File: src/rtl/pipe_defs_pkg.sv
// Shared ID/EX pipeline definitions: field widths, ALUOp encodings and the control bundle.
package pipe_defs;

  localparam int REG_AW  = 5;
  localparam int DATA_W  = 32;
  localparam int ALUOP_W = 2;

  // Classic MIPS main-decoder ALUOp values
  localparam logic [ALUOP_W-1:0] ALUOP_ADD   = 2'b00;
  localparam logic [ALUOP_W-1:0] ALUOP_SUB   = 2'b01;
  localparam logic [ALUOP_W-1:0] ALUOP_RTYPE = 2'b10;
  localparam logic [ALUOP_W-1:0] ALUOP_IMM   = 2'b11;

  typedef struct packed {
    logic reg_write;
    logic mem_read;
    logic mem_write;
    logic mem_to_reg;
    logic alu_src;
    logic reg_dst;
  } id_ex_ctrl_t;

  localparam id_ex_ctrl_t ID_EX_CTRL_BUBBLE = '0;

endpackage

File: src/rtl/id_ex_stage_reg_load_use_detect.sv
// Combinational load-use hazard detection; a flush masks the stall since the ID instruction is dropped anyway.
module load_use_detect #(
  parameter int REG_AW = 5
) (
  input  logic              ex_mem_read_i,
  input  logic [REG_AW-1:0] ex_rt_i,
  input  logic [REG_AW-1:0] id_rs_i,
  input  logic [REG_AW-1:0] id_rt_i,
  input  logic              flush_i,
  output logic              hazard_o,
  output logic              stall_o
);

  // $0 is hard-wired to zero, so a load targeting it never creates a dependency
  assign hazard_o = ex_mem_read_i && (ex_rt_i != '0) &&
                    ((ex_rt_i == id_rs_i) || (ex_rt_i == id_rt_i));
  assign stall_o  = hazard_o && !flush_i;

endmodule

File: src/rtl/id_ex_stage_reg.sv
// ID/EX pipeline register, 1-cycle latency; stall is combinational and lasts one cycle per load-use dependency.
// Defining ID_EX_STALL_CNT_EN adds a saturating stall_count output.
module id_ex_stage_reg #(
  parameter int DATA_W  = pipe_defs::DATA_W,
  parameter int REG_AW  = pipe_defs::REG_AW,
  parameter int ALUOP_W = pipe_defs::ALUOP_W
`ifdef ID_EX_STALL_CNT_EN
  , parameter int STALL_CNT_W = 16
`endif
) (
  input  logic               clk,
  input  logic               rst,
  input  logic               flush,
  input  logic [REG_AW-1:0]  IF_ID_RegisterRs,
  input  logic [REG_AW-1:0]  IF_ID_RegisterRt,
  input  logic [REG_AW-1:0]  IF_ID_RegisterRd,
  input  logic [DATA_W-1:0]  ID_ReadData1,
  input  logic [DATA_W-1:0]  ID_ReadData2,
  input  logic [DATA_W-1:0]  ID_Imm,
  input  logic               ID_RegWrite,
  input  logic               ID_MemRead,
  input  logic               ID_MemWrite,
  input  logic               ID_MemToReg,
  input  logic               ID_ALUSrc,
  input  logic               ID_RegDst,
  input  logic [ALUOP_W-1:0] ID_ALUOp,
  output logic [REG_AW-1:0]  ID_EX_RegisterRs,
  output logic [REG_AW-1:0]  ID_EX_RegisterRt,
  output logic [REG_AW-1:0]  ID_EX_RegisterRd,
  output logic [DATA_W-1:0]  ID_EX_ReadData1,
  output logic [DATA_W-1:0]  ID_EX_ReadData2,
  output logic [DATA_W-1:0]  ID_EX_Imm,
  output logic               ID_EX_RegWrite,
  output logic               ID_EX_MemRead,
  output logic               ID_EX_MemWrite,
  output logic               ID_EX_MemToReg,
  output logic               ID_EX_ALUSrc,
  output logic               ID_EX_RegDst,
  output logic [ALUOP_W-1:0] ID_EX_ALUOp,
  output logic               stall
`ifdef ID_EX_STALL_CNT_EN
  , output logic [STALL_CNT_W-1:0] stall_count
`endif
);

  import pipe_defs::*;

  id_ex_ctrl_t        ctrl_d, ctrl_q;
  logic [ALUOP_W-1:0] alu_op_d, alu_op_q;
  logic [REG_AW-1:0]  rs_d, rs_q, rt_d, rt_q, rd_d, rd_q;
  logic [DATA_W-1:0]  rdata1_d, rdata1_q, rdata2_d, rdata2_q, imm_d, imm_q;
  logic               hazard;
  logic               load_bubble;

  load_use_detect #(.REG_AW(REG_AW)) u_load_use_detect (
    .ex_mem_read_i (ctrl_q.mem_read),
    .ex_rt_i       (rt_q),
    .id_rs_i       (IF_ID_RegisterRs),
    .id_rt_i       (IF_ID_RegisterRt),
    .flush_i       (flush),
    .hazard_o      (hazard),
    .stall_o       (stall)
  );

  // flush | stall reduces to flush | hazard
  assign load_bubble = flush || hazard;

  always_comb begin
    ctrl_d   = ID_EX_CTRL_BUBBLE;
    alu_op_d = '0;
    rs_d     = '0;
    rt_d     = '0;
    rd_d     = '0;
    rdata1_d = '0;
    rdata2_d = '0;
    imm_d    = '0;
    if (!load_bubble) begin
      ctrl_d   = '{reg_write:  ID_RegWrite,
                   mem_read:   ID_MemRead,
                   mem_write:  ID_MemWrite,
                   mem_to_reg: ID_MemToReg,
                   alu_src:    ID_ALUSrc,
                   reg_dst:    ID_RegDst};
      alu_op_d = ID_ALUOp;
      rs_d     = IF_ID_RegisterRs;
      rt_d     = IF_ID_RegisterRt;
      rd_d     = IF_ID_RegisterRd;
      rdata1_d = ID_ReadData1;
      rdata2_d = ID_ReadData2;
      imm_d    = ID_Imm;
    end
  end

  always_ff @(posedge clk or negedge rst) begin
    if (!rst) begin
      ctrl_q   <= ID_EX_CTRL_BUBBLE;
      alu_op_q <= '0;
      rs_q     <= '0;
      rt_q     <= '0;
      rd_q     <= '0;
      rdata1_q <= '0;
      rdata2_q <= '0;
      imm_q    <= '0;
    end else begin
      ctrl_q   <= ctrl_d;
      alu_op_q <= alu_op_d;
      rs_q     <= rs_d;
      rt_q     <= rt_d;
      rd_q     <= rd_d;
      rdata1_q <= rdata1_d;
      rdata2_q <= rdata2_d;
      imm_q    <= imm_d;
    end
  end

  assign ID_EX_RegisterRs = rs_q;
  assign ID_EX_RegisterRt = rt_q;
  assign ID_EX_RegisterRd = rd_q;
  assign ID_EX_ReadData1  = rdata1_q;
  assign ID_EX_ReadData2  = rdata2_q;
  assign ID_EX_Imm        = imm_q;
  assign ID_EX_RegWrite   = ctrl_q.reg_write;
  assign ID_EX_MemRead    = ctrl_q.mem_read;
  assign ID_EX_MemWrite   = ctrl_q.mem_write;
  assign ID_EX_MemToReg   = ctrl_q.mem_to_reg;
  assign ID_EX_ALUSrc     = ctrl_q.alu_src;
  assign ID_EX_RegDst     = ctrl_q.reg_dst;
  assign ID_EX_ALUOp      = alu_op_q;

`ifdef ID_EX_STALL_CNT_EN
  logic [STALL_CNT_W-1:0] stall_cnt_d, stall_cnt_q;

  always_comb begin
    stall_cnt_d = stall_cnt_q;
    if (stall && (stall_cnt_q != '1)) begin
      stall_cnt_d = stall_cnt_q + STALL_CNT_W'(1);
    end
  end

  always_ff @(posedge clk or negedge rst) begin
    if (!rst) begin
      stall_cnt_q <= '0;
    end else begin
      stall_cnt_q <= stall_cnt_d;
    end
  end

  assign stall_count = stall_cnt_q;
`endif

endmodule

File: config.mk
export PLATFORM = sky130hd
export DESIGN_NAME = id_ex_stage_reg
export DESIGN_NICKNAME = d
export VERILOG_FILES = /design/src/rtl/pipe_defs_pkg.sv /design/src/rtl/id_ex_stage_reg_load_use_detect.sv /design/src/rtl/id_ex_stage_reg.sv
export SDC_FILE = /design/constraint.sdc
export NUM_CORES = 1
export LEC_CHECK = 0
export CAP_MARGIN = 20
export CORE_MARGIN = 8
export CORE_UTILIZATION = 43
export CTS_CLUSTER_DIAMETER = 120
export DETAILED_ROUTE_END_ITERATION = 10
export GPL_TIMING_DRIVEN = 0
export MAX_ROUTING_LAYER = met4
export PLACE_DENSITY = 0.88
export SETUP_SLACK_MARGIN = 0.3
export SLEW_MARGIN = 40
export SYNTH_ARGS = -nofsm -noshare
export SYNTH_HDL_FRONTEND = slang
export SYNTH_HIERARCHICAL = 1
export SYNTH_SLANG_ARGS = --single-unit
File: constraint.sdc
create_clock -name clk -period 4.8 [get_ports clk]
set_clock_uncertainty 0.15 [all_clocks]
set_input_delay 0.96 -clock clk [delete_from_list [all_inputs] [get_ports clk]]
set_output_delay 0.96 -clock clk [all_outputs]
set_load 0.05 [all_outputs]
==> out/summary.txt <==
Status -> complete, no violations
Final TNS setup -> 0 ns
Worst setup SP type -> input port
First-pass GRT wire length -> 20800 microns
Die Y -> 122 microns
Slowest stage delay, CP -> 0.85 ns
Final hold violations -> 0
Routed WL -> 13700 microns
Vias in the first global route -> 3666
Post-route setup slack -> 0.808 ns
Kind of critical path -> input port to output pin
Worst reg2reg setup slack -> 2.80 ns
Layout cells sized above 1 -> 30.2%
Setup crit end kind -> output pin
Final Instance Count excl. Fillers -> 696
Power Internal -> 2.20 mW
Worst hold path class -> input port to async pin
Fin crit period -> 3.99 ns
TritonCTS clock tree -> built
Placed cell count -> 665
Final #Nets -> 666
Die ar. -> 14900 sq um
Diode count -> 0
Via/cell ratio -> 4.68
DP Wirelength -> 10500 microns
CTS root buf -> clkbuf_16
Post-route ant nets -> 0
Largest net degree at the start of global routing -> 65
Area Growth Syn to Fin -> 67.0%
#FFs+latches synth -> 119
Die Wd -> 122 microns
Clock share of power -> 44.8%
Final period utilization -> 83.2%
Cell Chain, Critical Path -> clkdlybuf4s50_1 -> xor2_1 -> nor3_1 -> a22oi_1 -> nor3_1 -> clkdlybuf4s50_1
Drt drc -> 0
Final Core Density -> 73.9%
Mapped Area -> 4840 sq um
Post-synthesis compound-gate area fraction -> 0.336%
H-tree lvl count -> 4
Post-synthesis sequential area ratio -> 61.5%
Initial drt markers -> 196
Total Routing Usage GR -> 19.1%
Cts bufs inserted -> 17
Cts hold-fix bufs -> 0
Row count -> 38
Critical Path Fanout Max -> 2
Post-synthesis cell type count -> 12
Max-cap violation count -> 0
Finish-stage setup viols -> 0
Mux share of post-synthesis cell area -> 0%
Post-cts sizing count -> 0
Clock slew at the register clock pins of the worst setup and hold paths -> 0.05 ns
Drt pass-1 iters -> 4
Leak Pwr -> 3.46 nW
Total number of vias -> 3255
Final Slew Violations -> 0
Worst-Skew Late Latency -> 0.40 ns
VDD IR max -> 0.000187 V
Largest family of logic cells by synthesized area -> simple AND/OR/NAND/NOR gates
Clock sink count -> 119
CP max stage cell -> clkdlybuf4s50_1
Core Area -> 10900 sq um
Num ports -> 242
Combinational share of power -> 18.7%
Max Fclk -> 250 MHz
Switching share of power -> 25.5%
CTS Buffer Depth -> 2
Least-Margin Pin Slew -> 0.598 ns
Pre-CTS setup slack -> 0.790 ns
Synth Area in XOR/XNOR -> 1.81%
Initial Utilization -> 44.3%
NetSw -> 0.753 mW
Gpl congestion -> 0.797
Pwr/cell area -> 366 nW/um^2
Port buffer count -> 241
Mapped Avg Cell Area -> 17.1 sq um
Initial antenna violation count -> 0
DR WL/cell -> 19.7 microns
RSZ-0062 raised after global routing -> false
Yosys warnings -> 6
WP data arrival -> 2.88 ns
Critical Path RT -> 3.69 ns
R2R depth -> 6
Synth Area in Adders -> 0%
Post-Synth Simple-Gate Area -> 30.5%
Hold Slack -> 0.339 ns
GR Overflow Total -> 0
Cells after Synth -> 283
Worst slew margin -> 60.0%
Setup bufs post-CTS -> 0
Reg power frac -> 36.5%
Post-Syn Nets -> 405
-- power by group through the flow --
stage	clock (mW)	sequential, mW	combinational [mW]
after floorplan	0	1.29	0.103
after global placement	0	1.09	0.547
after detailed placement	0	1.09	0.558
after CTS	1.34	1.08	0.561
after global routing	1.40	1.08	0.581
final	1.32	1.08	0.553
-- sequential cells by signal, indices dropped and copies added, names as in the netlist --
| register | count |
|---|---|
| ID_EX_ALUOp | 2 |
| ID_EX_ALUSrc | 1 |
| ID_EX_Imm | 32 |
| ID_EX_MemRead | 1 |
| ID_EX_MemToReg | 1 |
| ID_EX_MemWrite | 1 |
| ID_EX_ReadData1 | 32 |
| ID_EX_ReadData2 | 32 |
| ID_EX_RegDst | 1 |
| ID_EX_RegWrite | 1 |
| ID_EX_RegisterRd | 5 |
| ID_EX_RegisterRs | 5 |
| ID_EX_RegisterRt | 5 |
-- final timing paths --
| path | from | end |
|---|---|---|
| min | rst | ID_EX_Imm[20]$_DFF_PN0_ |
| min reg2reg | ID_EX_MemRead$_DFF_PN0_ | ID_EX_RegisterRd[4]$_DFF_PN0_ |
| max in group asynchronous | rst | ID_EX_MemToReg$_DFF_PN0_ |
| max | IF_ID_RegisterRt[3] | stall |
| max reg2reg | ID_EX_RegisterRt[1]$_DFF_PN0_ | ID_EX_ReadData1[20]$_DFF_PN0_ |
| min in group clk | ID_EX_MemRead$_DFF_PN0_ | ID_EX_RegisterRd[4]$_DFF_PN0_ |
-- cells in the mapped netlist --
| cell type | n | share of area, % |
|---|---|---|
| dfrtp_1 | 119 | 61 |
| nor3b_2 | 110 | 28 |
| buf_6 | 24 | 5.6 |
| xor2_1 | 10 | 1.8 |
| nor3b_1 | 9 | 1.4 |
| nor2_1 | 3 | 0.23 |
| nor3_1 | 3 | 0.31 |
| a22oi_1 | 1 | 0.16 |
| buf_2 | 1 | 0.10 |
| buf_4 | 1 | 0.16 |
| o21ai_2 | 1 | 0.18 |
| or4_1 | 1 | 0.16 |
-- cell type report --
| cell class | instances | area (sq um) |
|---|---|---|
| Sequential cell | 119 | 2980 |
| Multi-Input combinational cell | 138 | 1580 |
| Clock buffer | 22 | 474 |
| Tap cell | 140 | 175 |
| Fill cell | 716 | 2850 |
| Buffer | 26 | 283 |
| Timing Repair Buffer | 242 | 2440 |
| Clock inverter | 9 | 148 |
-- critical path: cells and delay by family --
family / cells / cell delay, ns
buf+inv: 2 / 1.28
compound gates: 1 / 0.14
simple gates: 2 / 0.35
xor+xnor: 1 / 0.15
-- cells by family after synthesis --
family,count (synthesis)
buffers and inverters,26
AO/OA/AOI/OAI,2
XOR/XNOR,10
flip-flops,119
AND/OR/NAND/NOR,126
-- stage by stage --
stage	area, sq um	power, mW
floorplan	4840	1.39
global placement	7430	1.64
detailed placement	7460	1.65
CTS	8080	2.98
global route	8080	3.06
finish	8080	2.96
-- cell usage in the layout (no fill, tap or decap), types with 2 or more instances in the layout --
cell type | netlist | routed
clkbuf_8 | 0 | 3
clkbuf_16 | 0 | 17
dfrtp_1 | 119 | 119
clkinv_2 | 0 | 4
nor3b_2 | 110 | 110
bufinv_16 | 0 | 4
clkdlybuf4s50_1 | 0 | 240
clkbuf_1 | 0 | 2
nor2_1 | 3 | 3
nor3b_1 | 9 | 9
xor2_1 | 10 | 10
nor3_1 | 3 | 3
buf_6 | 24 | 24
-- metal layers --
| metal | track usage, % | wire length (microns) | vias to the layer above | part of all wire (%) |
|---|---|---|---|---|
| li1 | - | - | 1489 | - |
| met5 | - | 0 | - | 0 |
| met1 | 19.6 | 4980 | 1596 | 36 |
| met4 | 5.33 | 125 | 0 | 0.91 |
| met3 | 8.19 | 1490 | 11 | 11 |
| met2 | 32.7 | 7100 | 159 | 52 |
Power figures use the tool's default switching activity.
